--- src/rtl/mac_rx_head.sv ---
// mac_rx_head
// Front end of the Ethernet receive path. Strips the preamble/SFD, parses the
// 14-byte MAC header, filters on destination MAC and EtherType, and then streams
// payload bytes to the protocol demux. Frames that are not for this station or
// carry an unsupported EtherType are discarded with a one-cycle frm_drop pulse.
//
// Ports
//   clk      : single clock, all logic on the rising edge
//   rst      : synchronous, active-high reset
//   rx_dv    : PHY receive data valid
//   rxd      : PHY receive byte
//   mode     : captured EtherType for the demux (0 when no frame is active)
//   fs_mode  : payload-start flag, held until the demux returns fd_mode
//   fd_mode  : protocol-done flag from the demux
//   mode_rxd : registered payload byte (0 outside PAYLOAD)
//   src_mac  : source MAC of the most recently accepted frame
//   frm_drop : one-cycle pulse per discarded frame
module mac_rx_head #(
    parameter logic [47:0] LOCAL_MAC = 48'h000A3501FEC0,
    parameter logic [15:0] TIMEOUT   = 16'd1024
) (
    input  logic        clk,
    input  logic        rst,
    input  logic        rx_dv,
    input  logic [7:0]  rxd,
    output logic [15:0] mode,
    output logic        fs_mode,
    input  logic        fd_mode,
    output logic [7:0]  mode_rxd,
    output logic [47:0] src_mac,
    output logic        frm_drop
);

    typedef enum logic [2:0] {
        IDLE,
        PRE,
        HEAD,
        PAYLOAD,
        WAIT,
        TAIL
    } state_t;

    state_t      state, state_n;
    logic [3:0]  hdr_cnt, hdr_cnt_n;
    logic [15:0] wait_cnt, wait_cnt_n;
    logic [39:0] hdr_sr, hdr_sr_n;
    logic [15:0] mode_n;
    logic        fs_n;
    logic [7:0]  rxd_n;
    logic [47:0] src_n;
    logic        drop_n;

    // The last five header bytes plus the byte currently on rxd form a complete
    // 48-bit field at header bytes 5 and 11, and the EtherType at byte 13, so
    // the full value can be committed in a single cycle.
    logic [47:0] hdr_word;
    logic [15:0] ether;
    logic        dst_ok;
    logic        ether_ok;

    assign hdr_word = {hdr_sr, rxd};
    assign ether    = hdr_word[15:0];
    assign dst_ok   = (hdr_word == LOCAL_MAC) || (hdr_word == 48'hFFFF_FFFF_FFFF);
    assign ether_ok = (ether == 16'h0800) || (ether == 16'h0806);

    always_comb begin
        state_n    = state;
        hdr_cnt_n  = hdr_cnt;
        wait_cnt_n = wait_cnt;
        hdr_sr_n   = hdr_sr;
        mode_n     = mode;
        fs_n       = 1'b0;
        rxd_n      = 8'h00;
        src_n      = src_mac;
        drop_n     = 1'b0;

        case (state)
            IDLE: begin
                if (rx_dv && rxd == 8'h55) begin
                    state_n = PRE;
                end
            end

            PRE: begin
                if (!rx_dv) begin
                    state_n = IDLE;
                end else if (rxd == 8'hD5) begin
                    state_n   = HEAD;
                    hdr_cnt_n = 4'd0;
                end else if (rxd != 8'h55) begin
                    state_n = IDLE;
                end
            end

            HEAD: begin
                if (!rx_dv) begin
                    // Truncated header: the frame is lost.
                    state_n = IDLE;
                    drop_n  = 1'b1;
                end else begin
                    hdr_sr_n  = hdr_word[39:0];
                    hdr_cnt_n = hdr_cnt + 4'd1;
                    if (hdr_cnt == 4'd5 && !dst_ok) begin
                        state_n = TAIL;
                        drop_n  = 1'b1;
                    end
                    if (hdr_cnt == 4'd11) begin
                        src_n = hdr_word;
                    end
                    if (hdr_cnt == 4'd13) begin
                        if (ether_ok) begin
                            mode_n  = ether;
                            state_n = PAYLOAD;
                        end else begin
                            mode_n  = 16'h0000;
                            state_n = TAIL;
                            drop_n  = 1'b1;
                        end
                    end
                end
            end

            PAYLOAD: begin
                // fd_mode wins over data: once the demux is done, any further
                // bytes (padding/FCS) are swallowed instead of forwarded.
                if (fd_mode) begin
                    state_n = rx_dv ? TAIL : IDLE;
                end else if (rx_dv) begin
                    rxd_n = rxd;
                    fs_n  = 1'b1;
                end else begin
                    state_n    = WAIT;
                    fs_n       = 1'b1;
                    wait_cnt_n = 16'd0;
                end
            end

            WAIT: begin
                if (fd_mode) begin
                    state_n = IDLE;
                end else if (wait_cnt == TIMEOUT - 16'd1) begin
                    state_n = IDLE;
                    drop_n  = 1'b1;
                end else begin
                    fs_n       = 1'b1;
                    wait_cnt_n = wait_cnt + 16'd1;
                end
            end

            TAIL: begin
                if (!rx_dv) begin
                    state_n = IDLE;
                end
            end

            default: begin
                state_n = IDLE;
            end
        endcase

        // No EtherType is ever presented while the receiver is idle.
        if (state_n == IDLE) begin
            mode_n = 16'h0000;
        end
    end

    always_ff @(posedge clk) begin
        if (rst) begin
            state    <= IDLE;
            hdr_cnt  <= 4'd0;
            wait_cnt <= 16'd0;
            hdr_sr   <= 40'd0;
            mode     <= 16'h0000;
            fs_mode  <= 1'b0;
            mode_rxd <= 8'h00;
            src_mac  <= 48'd0;
            frm_drop <= 1'b0;
        end else begin
            state    <= state_n;
            hdr_cnt  <= hdr_cnt_n;
            wait_cnt <= wait_cnt_n;
            hdr_sr   <= hdr_sr_n;
            mode     <= mode_n;
            fs_mode  <= fs_n;
            mode_rxd <= rxd_n;
            src_mac  <= src_n;
            frm_drop <= drop_n;
        end
    end

endmodule

--- config.mk ---
export PLATFORM = sky130hd
export DESIGN_NAME = mac_rx_head
export DESIGN_NICKNAME = d
export VERILOG_FILES = /design/src/rtl/mac_rx_head.sv
export SDC_FILE = /design/constraint.sdc
export NUM_CORES = 1
export LEC_CHECK = 0
export ABC_AREA = 0
export CELL_PAD_IN_SITES_DETAIL_PLACEMENT = 1
export CELL_PAD_IN_SITES_GLOBAL_PLACEMENT = 1
export CORE_UTILIZATION = 42
export CTS_BUF_LIST = sky130_fd_sc_hd__clkbuf_8 sky130_fd_sc_hd__clkbuf_16
export CTS_CLUSTER_SIZE = 40
export DETAILED_ROUTE_END_ITERATION = 8
export PLACE_DENSITY_LB_ADDON = 0.2
export SETUP_SLACK_MARGIN = 0.02
export SYNTH_ARGS = -nofsm -noshare
export SYNTH_HDL_FRONTEND = slang
export SYNTH_SLANG_ARGS = --single-unit
--- constraint.sdc ---
create_clock -name clk -period 5.1 [get_ports clk]
set_input_delay 0.51 -clock clk [delete_from_list [all_inputs] [get_ports clk]]
set_output_delay 0.51 -clock clk [all_outputs]
set_load 0.02 [all_outputs]
==> impl_results.md <==
* WS Path Type: reg2reg
* Layout cells sized above 1 at 5.79%
* Peak supply drop at 196 uV
* Clock Tree Buf Depth at 2
* Final hold vios at 0
* Layout Nets at 733
* DRT Pass-1 Iters at 4
* Clk pwr share at 50.0%
* CTS Buf Count at 17
* Worst hold endpoint: src_mac[11]
* Max-slew violations at 0
* Top cells by area, synth: dfxtp_1 52%, nand2_1 14%, a21oi_1 9.5%, nor2_1 2.9%, nor3b_1 2.0%
* Fin crit share at 67.8%
* Hold buffer count at cts at 0
* Post-DP HPWL at 10,200 um
* Crit Path Max Fanout at 36
* Vias in the first global route at 4,846
* FF-to-FF End: src_mac[34]
* Resize count post-CTS at 0
* MaxCap Viol Count at 0
* Routed Antenna Nets at 0
* Gate power share at 1.7%
* GRT Total Usage at 24.6%
* Initial antenna violation count at 0
* Placed cells at 867
* Sequential element share of the synthesized area at 52.1%
* Post-synth EDFFs at 0
* Pwr Density at 330 nW/um^2
* Distinct cells, synth at 42
* IO Port Bufs at 85
* CTS tree: done
* Overall Power at 2.22 mW
* HP Class: reg2reg
* RSZ-0062 raised after global routing: false
* Initial Util at 43.4%
* Die height at 114 um
* Root Driver: clkbuf_16
* Switching part of the total at 20.3%
* Crit path time final at 3.46 ns
* Ant. Diodes at 0
* Internal at 1.77 mW
* Largest area contributor in the netlist: dfxtp_1
* Clock-pin slew on the worst setup and hold paths at 0.06 ns
* Fin cells at 893
* Setup violations, final at 0
* Layout area overhead at 27.8%
* CTS Sinks at 137
* Worst slew pin tran at 0.966 ns
* Critical Path Start Type: flip-flop
* R2r worst-path depth at 7
* Clock Skew at 0.00686 ns
* Wirelength per Cell at 16.8 um
* Fin Setup TNS at 0 ns
* Kind of end point of the critical path: flip-flop
* Worst skew pair latency at 0.42 ns
* First-pass GRT wire length at 25,000 um
* Ys flop type: dfxtp_1
* Die width at 114 um
* Area of the mapped netlist at 5260 um^2
* CP Data Arrival Time at 3.72 ns
* R2R setup slack at 1.64 ns
* Leak at 2.18 nW
* Critical Path RT at 5.36 ns
* Die area at 13,000 um^2
* DRC at 0
* DR vias/cell at 5.28
* H-tree depth at 4
* Hold Path Cell Cnt at 2
* DRT Wirelength at 15,000 um
* Slew HR at 35.3%
* Gr ovfl total at 0
* Gate Count Post-Synth at 647
* YS warnings at 0
* Outcome: complete, no violations
* Post-synthesis average cell area at 8.13 um^2
* Upper clock frequency limit at 289 MHz
* I/O pin count at 86
* Postcts setup bufs at 0
* Row count at 40
* Iteration-0 DRC Markers at 220
* Largest net degree at the start of global routing at 74
* Sequential share of power at 48.3%
* Core ar. at 12,100 um^2
* Synth Net Count at 662
* Routability cong. at 0.795
* HP Start: src_mac[11]
* #FFs+latches synth at 137
* DR vias at 4,712
* P_sw at 0.449 mW
* FFs w/ async S/R, synth at 0%
* Worst R2R Start: state[1]
* Area share of the largest cell type after synthesis at 52.1%
[worst max-delay path: stages (launching register included)]
cell and delay (ns):
dfxtp_1 0.48, nor2b_1 0.39, and3_1 0.45, buf_4 0.42
nand4b_1 0.82, buf_4 0.55, nand2_1 0.10, a21oi_1 0.07
[layer usage]
layer	routed length (um)	vias to the layer above	global-route usage (%)
met5	0	-	0
met1	6840	2307	31.4
met3	576	12	6.75
met2	7430	84	41.1
li1	-	2309	-
met4	144	0	6.15
[state kept, by name, indices dropped and copies added, names as in the netlist]
name and flops:
src_mac 48, hdr_sr 40, mode 16, wait_cnt 16, mode_rxd 8, hdr_cnt 4
state 3, frm_drop 1, fs_mode 1
[per-stage QoR]
stage          utilization (%)  setup slack (ns)  area (um^2)  hold slack [ns]
2_1_floorplan                -              2.60         5260            0.458
3_3_place_gp              51.2              1.44         6200            0.443
3_5_place_dp              51.2              1.30         6200            0.446
4_1_cts                   55.5              1.64         6730            0.454
5_1_grt                   55.5              1.30         6730            0.473
6_report                  55.5              1.64         6730            0.451
[worst max-delay path by stage]
stage | end | start | slack, ns | cells past startpoint
global placement | mode[14] | rxd[5] | 1.44 | 8
floorplan | mode[10] | rxd[1] | 2.60 | 9
CTS | src_mac[34] | state[1] | 1.64 | 7
finish | src_mac[34] | state[1] | 1.64 | 7
global route | src_mac[33] | state[1] | 1.30 | 7
detailed placement | src_mac[30] | rx_dv | 1.30 | 7
[placed cells by master (no fill, tap or decap), types with 11 or more instances in the layout]
cell type and n:
clkbuf_16 17, a21oi_1 100, clkdlybuf4s50_1 84, xnor2_1 11
nor3b_1 13, nand4_1 16, nor4_1 11, dfxtp_1 137
nor2_1 40, nand2_1 194
[cell usage after synthesis, types with 3 or more instances]
master	instances
nor4_1	11
buf_2	6
nand2_1	194
nand4_1	16
nor3b_1	14
nor3_1	9
xor2_1	6
and3_1	6
nand3_1	9
nor2_1	40
nor4b_1	3
or2_2	3
clkbuf_1	26
inv_1	3
xnor2_1	11
o21ai_0	6
and2_1	10
buf_1	5
a21oi_1	100
ha_1	3
dfxtp_1	137
nand2b_1	5
[cells by family after synthesis]
family / count (synthesis) / share of synthesized area (%)
XOR/XNOR: 17 / 2.83
AO/OA/AOI/OAI: 115 / 11.9
flip-flops: 137 / 52.1
multiplexers: 1 / 0.190
buffers and inverters: 42 / 3.31
adder cells (fa/ha/maj): 3 / 0.714
AND/OR/NAND/NOR: 332 / 28.9
[power by group through the flow]
stage          clock, mW  combinational, mW  sequential [mW]
3_3_place_gp           0             0.0364             1.09
5_1_grt             1.18             0.0403             1.07
2_1_floorplan          0             0.0184             1.09
4_1_cts             1.13             0.0374             1.07
6_report            1.11             0.0375             1.07
3_5_place_dp           0             0.0372             1.09
[final cells by class]
cell class	instances	area [um^2]
sequential	137	2740
clock inverter	6	53.8
tap	168	210
timing repair buffer	91	891
fill	1475	5390
inverter	3	11.3
multi-input combinational	468	2350
clock buffer	20	467
Note: power is estimated with default switching activity, not from simulation.
